$ cat config.mk
export PLATFORM = sky130hd
export DESIGN_NAME = count_direction_decoder
export DESIGN_NICKNAME = d
export VERILOG_FILES = /design/src/rtl/counter_pkg.sv /design/src/rtl/step_classifier.sv /design/src/rtl/count_direction_decoder.sv
export SDC_FILE = /design/constraint.sdc
export NUM_CORES = 1
export LEC_CHECK = 0
export ABC_AREA = 1
export CORE_MARGIN = 2
export CORE_UTILIZATION = 50
export DETAILED_ROUTE_END_ITERATION = 10
export PLACE_DENSITY = 0.75
export SETUP_SLACK_MARGIN = 0.2
export SLEW_MARGIN = 10
export SYNTH_ARGS = -nofsm -noshare
export SYNTH_HDL_FRONTEND = slang
export SYNTH_SLANG_ARGS = --single-unit
$ cat constraint.sdc
create_clock -name clk -period 3.9 [get_ports clk]
set_clock_uncertainty 0.2 [all_clocks]
set_input_delay 0.585 -clock clk [delete_from_list [all_inputs] [get_ports clk]]
set_output_delay 0.585 -clock clk [all_outputs]
set_load 0.02 [all_outputs]
$ cat src/rtl/counter_pkg.sv
// Shared types for the count direction decoder.
//   state_t : decoder FSM states (INIT / ACQ / UP / DOWN)
//   step_t  : classification of one accepted sample relative to the previous one
//   sat_inc8: saturating 8-bit increment used by the error counter
package counter_pkg;

    typedef enum logic [1:0] {
        ST_INIT = 2'd0,
        ST_ACQ  = 2'd1,
        ST_UP   = 2'd2,
        ST_DOWN = 2'd3
    } state_t;

    typedef enum logic [1:0] {
        STEP_UP   = 2'd0,
        STEP_DOWN = 2'd1,
        STEP_HOLD = 2'd2,
        STEP_JUMP = 2'd3
    } step_t;

    // Increment that sticks at 255 instead of wrapping to 0.
    function automatic logic [7:0] sat_inc8(input logic [7:0] value);
        if (value == 8'd255) begin
            return 8'd255;
        end else begin
            return value + 8'd1;
        end
    endfunction

endpackage

$ cat src/rtl/step_classifier.sv
// Combinational classifier of one counter step.
// Ports:
//   prev       [WIDTH] previously accepted count value
//   count_in   [WIDTH] newly observed count value
//   step_class step_t  UP (+1), DOWN (-1), HOLD (0) or JUMP (anything else), mod 2^WIDTH
//   wrap       1       legal step crossing the all-ones <-> 0 boundary
module step_classifier
    import counter_pkg::*;
#(
    parameter int WIDTH = 4
) (
    input  logic [WIDTH-1:0] prev,
    input  logic [WIDTH-1:0] count_in,
    output step_t            step_class,
    output logic             wrap
);

    logic [WIDTH-1:0] delta_s;
    logic [WIDTH-1:0] one_s;
    logic [WIDTH-1:0] ones_s;
    logic [WIDTH-1:0] zero_s;

    assign one_s  = {{(WIDTH-1){1'b0}}, 1'b1};
    assign ones_s = {WIDTH{1'b1}};
    assign zero_s = {WIDTH{1'b0}};

    // Modular subtraction: the natural wrap of WIDTH-bit arithmetic gives delta mod 2^WIDTH.
    assign delta_s = count_in - prev;

    // Decode delta into a step class and flag boundary crossings of legal steps.
    always_comb begin
        step_class = STEP_JUMP;
        wrap       = 1'b0;
        if (delta_s == one_s) begin
            step_class = STEP_UP;
            wrap       = (prev == ones_s);
        end else if (delta_s == ones_s) begin
            step_class = STEP_DOWN;
            wrap       = (prev == zero_s);
        end else if (delta_s == zero_s) begin
            step_class = STEP_HOLD;
            wrap       = 1'b0;
        end else begin
            step_class = STEP_JUMP;
            wrap       = 1'b0;
        end
    end

endmodule

$ cat src/rtl/count_direction_decoder.sv
// Watches the output of an up/down counter and decides which way it is counting.
// A direction locks after CONFIRM consecutive same-direction steps; jumps are
// flagged and counted. All outputs are registered (one cycle after acceptance).
// Ports:
//   clk        clock, rising edge
//   clear_n    asynchronous active-low reset
//   valid      count_in is sampled this cycle
//   count_in   observed counter value [WIDTH]
//   dir_up     locked in the up direction
//   dir_down   locked in the down direction
//   locked     dir_up | dir_down
//   step_error one-cycle pulse on an illegal jump
//   wrap_event one-cycle pulse on a legal step across max <-> 0
//   err_count  saturating count of illegal jumps [8]
module count_direction_decoder
    import counter_pkg::*;
#(
    parameter int WIDTH   = 4,
    parameter int CONFIRM = 2
) (
    input  logic             clk,
    input  logic             clear_n,
    input  logic             valid,
    input  logic [WIDTH-1:0] count_in,
    output logic             dir_up,
    output logic             dir_down,
    output logic             locked,
    output logic             step_error,
    output logic             wrap_event,
    output logic [7:0]       err_count
);

    localparam logic [3:0] CONF = CONFIRM[3:0];

    state_t           state_r;
    logic [WIDTH-1:0] prev_r;
    logic [3:0]       run_r;
    logic             cand_up_r;

    step_t            step_s;
    logic             wrap_s;
    logic [3:0]       run_inc_s;
    logic [3:0]       up_run_s;
    logic [3:0]       dn_run_s;
    logic             up_hit_s;
    logic             dn_hit_s;

    step_classifier #(.WIDTH(WIDTH)) u_classifier (
        .prev       (prev_r),
        .count_in   (count_in),
        .step_class (step_s),
        .wrap       (wrap_s)
    );

    // Run length that a step in each direction would produce: extend a matching
    // run, or restart at 1 when the candidate direction flips.
    assign run_inc_s = run_r + 4'd1;
    assign up_run_s  = cand_up_r  ? run_inc_s : 4'd1;
    assign dn_run_s  = !cand_up_r ? run_inc_s : 4'd1;
    assign up_hit_s  = (up_run_s == CONF);
    assign dn_hit_s  = (dn_run_s == CONF);

    // Direction FSM with registered outputs; only accepted samples change state.
    always_ff @(posedge clk or negedge clear_n) begin
        if (!clear_n) begin
            state_r    <= ST_INIT;
            prev_r     <= '0;
            run_r      <= 4'd0;
            cand_up_r  <= 1'b1;
            dir_up     <= 1'b0;
            dir_down   <= 1'b0;
            locked     <= 1'b0;
            step_error <= 1'b0;
            wrap_event <= 1'b0;
            err_count  <= 8'd0;
        end else if (!valid) begin
            step_error <= 1'b0;
            wrap_event <= 1'b0;
        end else begin
            prev_r <= count_in;
            // The INIT sample has no predecessor, so it can raise no pulse.
            if (state_r == ST_INIT) begin
                step_error <= 1'b0;
                wrap_event <= 1'b0;
            end else begin
                wrap_event <= wrap_s;
                step_error <= (step_s == STEP_JUMP);
                if (step_s == STEP_JUMP) begin
                    err_count <= sat_inc8(err_count);
                end else begin
                    err_count <= err_count;
                end
            end
            case (state_r)
                ST_INIT: begin
                    state_r <= ST_ACQ;
                end
                ST_ACQ: begin
                    case (step_s)
                        STEP_UP: begin
                            cand_up_r <= 1'b1;
                            if (up_hit_s) begin
                                state_r  <= ST_UP;
                                dir_up   <= 1'b1;
                                dir_down <= 1'b0;
                                locked   <= 1'b1;
                                run_r    <= 4'd0;
                            end else begin
                                run_r <= up_run_s;
                            end
                        end
                        STEP_DOWN: begin
                            cand_up_r <= 1'b0;
                            if (dn_hit_s) begin
                                state_r  <= ST_DOWN;
                                dir_up   <= 1'b0;
                                dir_down <= 1'b1;
                                locked   <= 1'b1;
                                run_r    <= 4'd0;
                            end else begin
                                run_r <= dn_run_s;
                            end
                        end
                        STEP_JUMP: run_r <= 4'd0;
                        default:   run_r <= run_r;
                    endcase
                end
                ST_UP: begin
                    case (step_s)
                        // Reversal starts a fresh down run of 1; with CONFIRM=1
                        // that run already confirms the new direction.
                        STEP_DOWN: begin
                            cand_up_r <= 1'b0;
                            dir_up    <= 1'b0;
                            if (CONF == 4'd1) begin
                                state_r  <= ST_DOWN;
                                dir_down <= 1'b1;
                                locked   <= 1'b1;
                                run_r    <= 4'd0;
                            end else begin
                                state_r  <= ST_ACQ;
                                dir_down <= 1'b0;
                                locked   <= 1'b0;
                                run_r    <= 4'd1;
                            end
                        end
                        STEP_JUMP: begin
                            state_r <= ST_ACQ;
                            dir_up  <= 1'b0;
                            locked  <= 1'b0;
                            run_r   <= 4'd0;
                        end
                        default: state_r <= ST_UP;
                    endcase
                end
                ST_DOWN: begin
                    case (step_s)
                        STEP_UP: begin
                            cand_up_r <= 1'b1;
                            dir_down  <= 1'b0;
                            if (CONF == 4'd1) begin
                                state_r <= ST_UP;
                                dir_up  <= 1'b1;
                                locked  <= 1'b1;
                                run_r   <= 4'd0;
                            end else begin
                                state_r <= ST_ACQ;
                                dir_up  <= 1'b0;
                                locked  <= 1'b0;
                                run_r   <= 4'd1;
                            end
                        end
                        STEP_JUMP: begin
                            state_r  <= ST_ACQ;
                            dir_down <= 1'b0;
                            locked   <= 1'b0;
                            run_r    <= 4'd0;
                        end
                        default: state_r <= ST_DOWN;
                    endcase
                end
                default: begin
                    state_r  <= ST_INIT;
                    dir_up   <= 1'b0;
                    dir_down <= 1'b0;
                    locked   <= 1'b0;
                    run_r    <= 4'd0;
                end
            endcase
        end
    end

endmodule

== After elaboration in Yosys (flattened, before gate mapping) ==
Cells that the tools add are included.

* Div/mod/pow operators: 0
* Muxes and demuxes: 41
* $add $sub $neg: 3
* Bitwise logic cells: 1
* Shift operators: 0
* Multipliers: 0
* Reduce and logical (&&, ||, !) cells: 14
* Eq/ne operators: 21
* Order comparisons: 0

{| class="wikitable"
|+ Operators by type and width
! cell !! number
|-
| $pmux 4 s3 || 2
|-
| $reduce_and 7->1 || 3
|-
| $mux 1 || 16
|-
| $mux 4 || 4
|-
| $pmux 4 s2 || 2
|-
| $ne 3x3->1 const B || 5
|-
| $mux 2 || 6
|-
| $pmux 1 s3 || 4
|-
| $reduce_and 5->1 || 2
|-
| $add 8x1->8 const B || 1
|-
| $eq 4x2->1 const B || 2
|-
| $eq 4x4->1 const B || 2
|-
| $eq 8x8->1 const B || 1
|-
| $logic_not 4->1 || 2
|-
| $mux 8 || 1
|-
| $ne 2x2->1 const B || 4
|-
| $pmux 1 s2 || 4
|-
| $pmux 2 s4 || 1
|-
| $eq 2x2->1 const B || 3
|-
| $add 4x1->4 const B || 1
|-
| $eq 2x1->1 const B || 2
|-
| $eq 4x1->1 const B || 1
|-
| $logic_not 2->1 || 2
|-
| $ne 4x4->1 const B || 1
|-
| 7 further kinds || 8
|}

* Bits in writable memories: 0
* Register bits: 24
* Memories kept: 0
* Word-level logic and storage cells: 90
* Bits in latches: 0
* Memory bits (read-only): 0

== Longest topological paths before layout ==
* Depth in word-level cells: 9
* Depth in mapped cells: 19
* Gate-level depth less buffers: 19

== Hierarchy ==
A second synthesis with hierarchy kept.

* Cell total of the unflattened synthesis: 234
* Area, all modules: 1654.1 um^2

{| class="wikitable"
|+ By module, submodules not included
! module !! seq. area each (um^2) !! area each (um^2) !! times used !! cells each
|-
| count_direction_decoder || 601.8 || 1446.4 || 1 || 196
|-
| step_classifier || 0.0 || 207.7 || 1 || 38
|}

== Least setup slack after synthesis ==
No wires, ideal clock.

* Kind: input port to flip-flop
* From: in count_in[0]
* To: reg err_count[5]
* Data required time: 3.568 ns
* Library setup time: 0.132 ns
* Path slack: 0.904 ns
* Stages: 17
* Buffers on the path: 0
* Arrival: 2.664 ns
* Cell sequence: inv_1 > ha_1 > inv_1 > fa_1 > inv_1 > or2_0 > nor2_1 > nand3_1 > nand2_1 > inv_1 > ha_1 > inv_1 > nor2_8 > nand2_4 > nor3_4 > nand2_1 > o211ai_1

* Cells in the longest elaborated chain, start to end: 7
* Elaborated cells between the ends (all ways): 9
* Classes of those cells: add/sub: 1; eq/ne: 3; mux: 3; reduce/logical: 2

{| class="wikitable"
|+ Ends and longest elaborated chain
! what !! RTL line !! text
|-
| from (decl) || count_direction_decoder.sv:24 || <nowiki>input logic [WIDTH-1:0] count_in,</nowiki>
|-
| $sub 4x4->4 * || step_classifier.sv:28 || <nowiki>assign delta_s = count_in - prev;</nowiki>
|-
| $logic_not 4->1 || step_classifier.sv:40 || <nowiki>end else if (delta_s == zero_s) begin</nowiki>
|-
| $mux 1 || step_classifier.sv:40 ||
|-
| $mux 2 || step_classifier.sv:37 || <nowiki>end else if (delta_s == ones_s) begin</nowiki>
|-
| $mux 2 * || step_classifier.sv:34 || <nowiki>if (delta_s == one_s) begin</nowiki>
|-
| $eq 2x2->1 * || count_direction_decoder.sv:88 || <nowiki>if (step_s == STEP_JUMP) begin</nowiki>
|-
| $reduce_and 3->1 (no line) * || -- ||
|-
| to (signal assigned) || count_direction_decoder.sv:89 || <nowiki>err_count <= sat_inc8(err_count);</nowiki>
|-
| to (signal assigned) || count_direction_decoder.sv:91 || <nowiki>err_count <= err_count;</nowiki>
|-
| to (decl) || count_direction_decoder.sv:30 || <nowiki>output logic [7:0] err_count</nowiki>
|}

Mark *: on every way between the ends. The rest lies on a longest branch, timed or not.
A chain may end at the register's enable or synchronous reset.

== Worst setup path after layout ==
Same ends and word-level chain as after synthesis.

==> run metrics <==
status=finished clean; Max-Cap Viols=0; H-tree Lvls=1; final setup fails=0; post-synthesis cell type count=34; wire per inst=11.08 um; area added between synthesis and finish=17.14%; routability cong.=0.8767; headroom to the max-slew limit=30.13%; Synth top cells by count=66 x nand2_1, 36 x inv_1, 23 x dfrtp_1; worst slew pin tran=1.045 ns; detail-routed via count per cell=4.898; HPWL Detailed=2561 um; # DRC=0; 1st-pass router iterations=4; WL final=3270 um; period utilization=86.52%; clk sinks=24; Via Count=1445; placed instance area=0.001906 mm2; Final Power=1.289 mW; total gr overflow=0; met1 WL=1684 um; post-synth top area cell=dfrtp_1; number of fill cells=287; full die area=0.003822 mm2; antenna cell count=0; global-route wire length before repair=5761 um; CP Class=in2reg; hold buffer count at CTS=0; # port buffers=19; Post-Synthesis Cells=230; setup repair bufs after CTS=0; # rows=20; Slew Limit Fails=0; design area=0.001958 mm2; number of CTS-inserted buffers=3; Seq/Total Area, Yosys=36.00%; CTS tree=yes; post-route minimum period=3.374 ns; clk_lat worst skew=0.31 ns; VDD IR max=0.4148 mV; LEAKAGE=1.027 nW; Sw Share=45.01%; Reg power frac=34.3%; Layout Cells excl Fill=295; Post-CTS Resized=0; Switching Power=0.5801 mW; Required @ worst endpoint=3.94 ns; largest net degree at the start of global routing=25; met3 wire length=130 um; chip height=61.82 um; layout cell share with drive strength beyond 1=9.562%; Pint=0.7087 mW; most frequent cell after synthesis=nand2_1; power per cell area=658.2 mW/mm2; path type of the worst min-delay path=reg2reg; setup tns final=0 ns; CTS clk-pin slew, worst paths=0.13 ns; Routed Antenna Nets=0; Ports=20; final hold violation count=0; Comb power frac=51.8%; CTS root buf=clkbuf_4; met2 WL=1435 um; Starting Density=53.44%; Synth top area share=34.43%; nature of the critical path startpoint=primary input; Seq cells post-synth=24; Clk pwr share=14.0%; core area=0.003128 mm2; CTS Buffer Depth=2; initial antenna violation count=0; synth warn=0; DRT iter0 DRCs=82; Worst Path Max Fanout=6; GRT Overall Usage=19.97%; Mean Syn Cell Area=7.268 um2; Async S/R FF share, synth=100.0%; Most used DFF post-synth=dfrtp_1; Placed Instances=291; arrival time at the worst endpoint=3.42 ns; Fmax=296.4 MHz; ranking of synthesized cells by area=dfrtp_1 34%, nand2_1 15%, inv_1 8.1%; die width=61.82 um; Post-synth EDFFs=0; top routing layer in use=met4; Crit. End Element=register; synthesized area=0.001672 mm2; vias in the first global route=1361; final core occ=62.60%; Synth Net Count=246; RSZ-0062 raised after global routing=false; # nets final=268
-- layer usage --
layer  GRT usage (%)  up-vias
li1                -      775
met1           29.12      638
met2           31.73       30
met3           1.863        2
met4           5.471        0
met5               0        -
-- cells in the final DEF (no fill, tap or decap), types with 2 or more instances in the layout --
| master | instances |
|---|---|
| nor2_2 | 2 |
| clkdlybuf4s50_1 | 19 |
| nor2_1 | 21 |
| nand2_2 | 2 |
| ha_1 | 8 |
| nand3_2 | 3 |
| nand3_1 | 16 |
| nor3_1 | 2 |
| nand2_1 | 66 |
| inv_2 | 3 |
| nand2_4 | 3 |
| a21oi_1 | 5 |
| nand4_1 | 7 |
| o21ai_1 | 4 |
| inv_1 | 36 |
| dfrtp_1 | 23 |
| o21ai_0 | 11 |
| clkbuf_4 | 3 |
-- final timing paths --
check	from	endpoint	slack [ns]	depth (start not counted)
max reg2reg	prev_r[0]$_DFFE_PN0P_	err_count[5]$_DFFE_PN0P_	0.89	16
min reg2reg	dir_up$_DFFE_PN0P_	dir_up$_DFFE_PN0P_	0.28	2
max	count_in[0]	err_count[5]$_DFFE_PN0P_	0.53	18
max in group asynchronous	clear_n	step_error$_DFF_PN0_	2.26	1
min in group asynchronous	clear_n	run_r[3]$_DFFE_PN0P_	0.63	1
min	dir_up$_DFFE_PN0P_	dir_up$_DFFE_PN0P_	0.28	2
-- layout make-up --
type | count | area (um2) | area share [%]
clock buffers | 3 | 22.52 | 1.150
inverters | 40 | 152.6 | 7.795
multi-input cells | 164 | 905.9 | 46.26
well taps | 44 | 55.05 | 2.811
flip-flops and latches | 24 | 601.8 | 30.73
clock inverters | 1 | 30.03 | 1.534
repair buffers | 19 | 190.2 | 9.712
-- state kept, by name, indices dropped and copies added, names as in the netlist --
| name | flops |
|---|---|
| cand_up_r | 1 |
| dir_down | 1 |
| dir_up | 1 |
| err_count | 8 |
| locked | 1 |
| prev_r | 4 |
| run_r | 4 |
| state_r | 2 |
| step_error | 1 |
| wrap_event | 1 |
-- worst max-delay path, cell delays in order --
cell and delay, ns:
clkdlybuf4s50_1 0.47, inv_1 0.05, ha_1 0.18, inv_1 0.08, fa_1 0.43, inv_1 0.13, or2_0 0.13, nor2_1 0.05
nand3_1 0.14, nand2_1 0.14, inv_1 0.08, ha_1 0.13, inv_1 0.09, nor2_8 0.17, nand2_4 0.07, nor3_4 0.20
nand2_1 0.17, o211ai_1 0.12
-- kinds of logic after synthesis --
group           count (synthesis)  synth area share [%]
compound gates                 24                 7.860
xor+xnor                        3                 2.021
fa+ha+maj                       9                 7.186
buf+inv                        42                 9.806
flops                          24                 36.00
mux                             1                0.5988
simple gates                  127                 36.53
-- metrics by stage --
stage | hold WS (ns) | setup WS, ns
2_1_floorplan | 0.08941 | 0.9036
3_3_place_gp | 0.2564 | 0.3157
3_5_place_dp | 0.2586 | 0.2113
4_1_cts | 0.2916 | 0.5426
5_1_grt | 0.3091 | 0.2330
6_report | 0.2844 | 0.5258
-- power groups by stage --
stage          clock [mW]  combinational, mW  sequential [mW]
6_report            0.180              0.667            0.441
5_1_grt             0.195              0.752            0.454
4_1_cts             0.186              0.668            0.441
3_5_place_dp            0              0.663            0.446
3_3_place_gp            0              0.661            0.447
2_1_floorplan           0              0.412            0.484
Power figures use the tool's default switching activity.
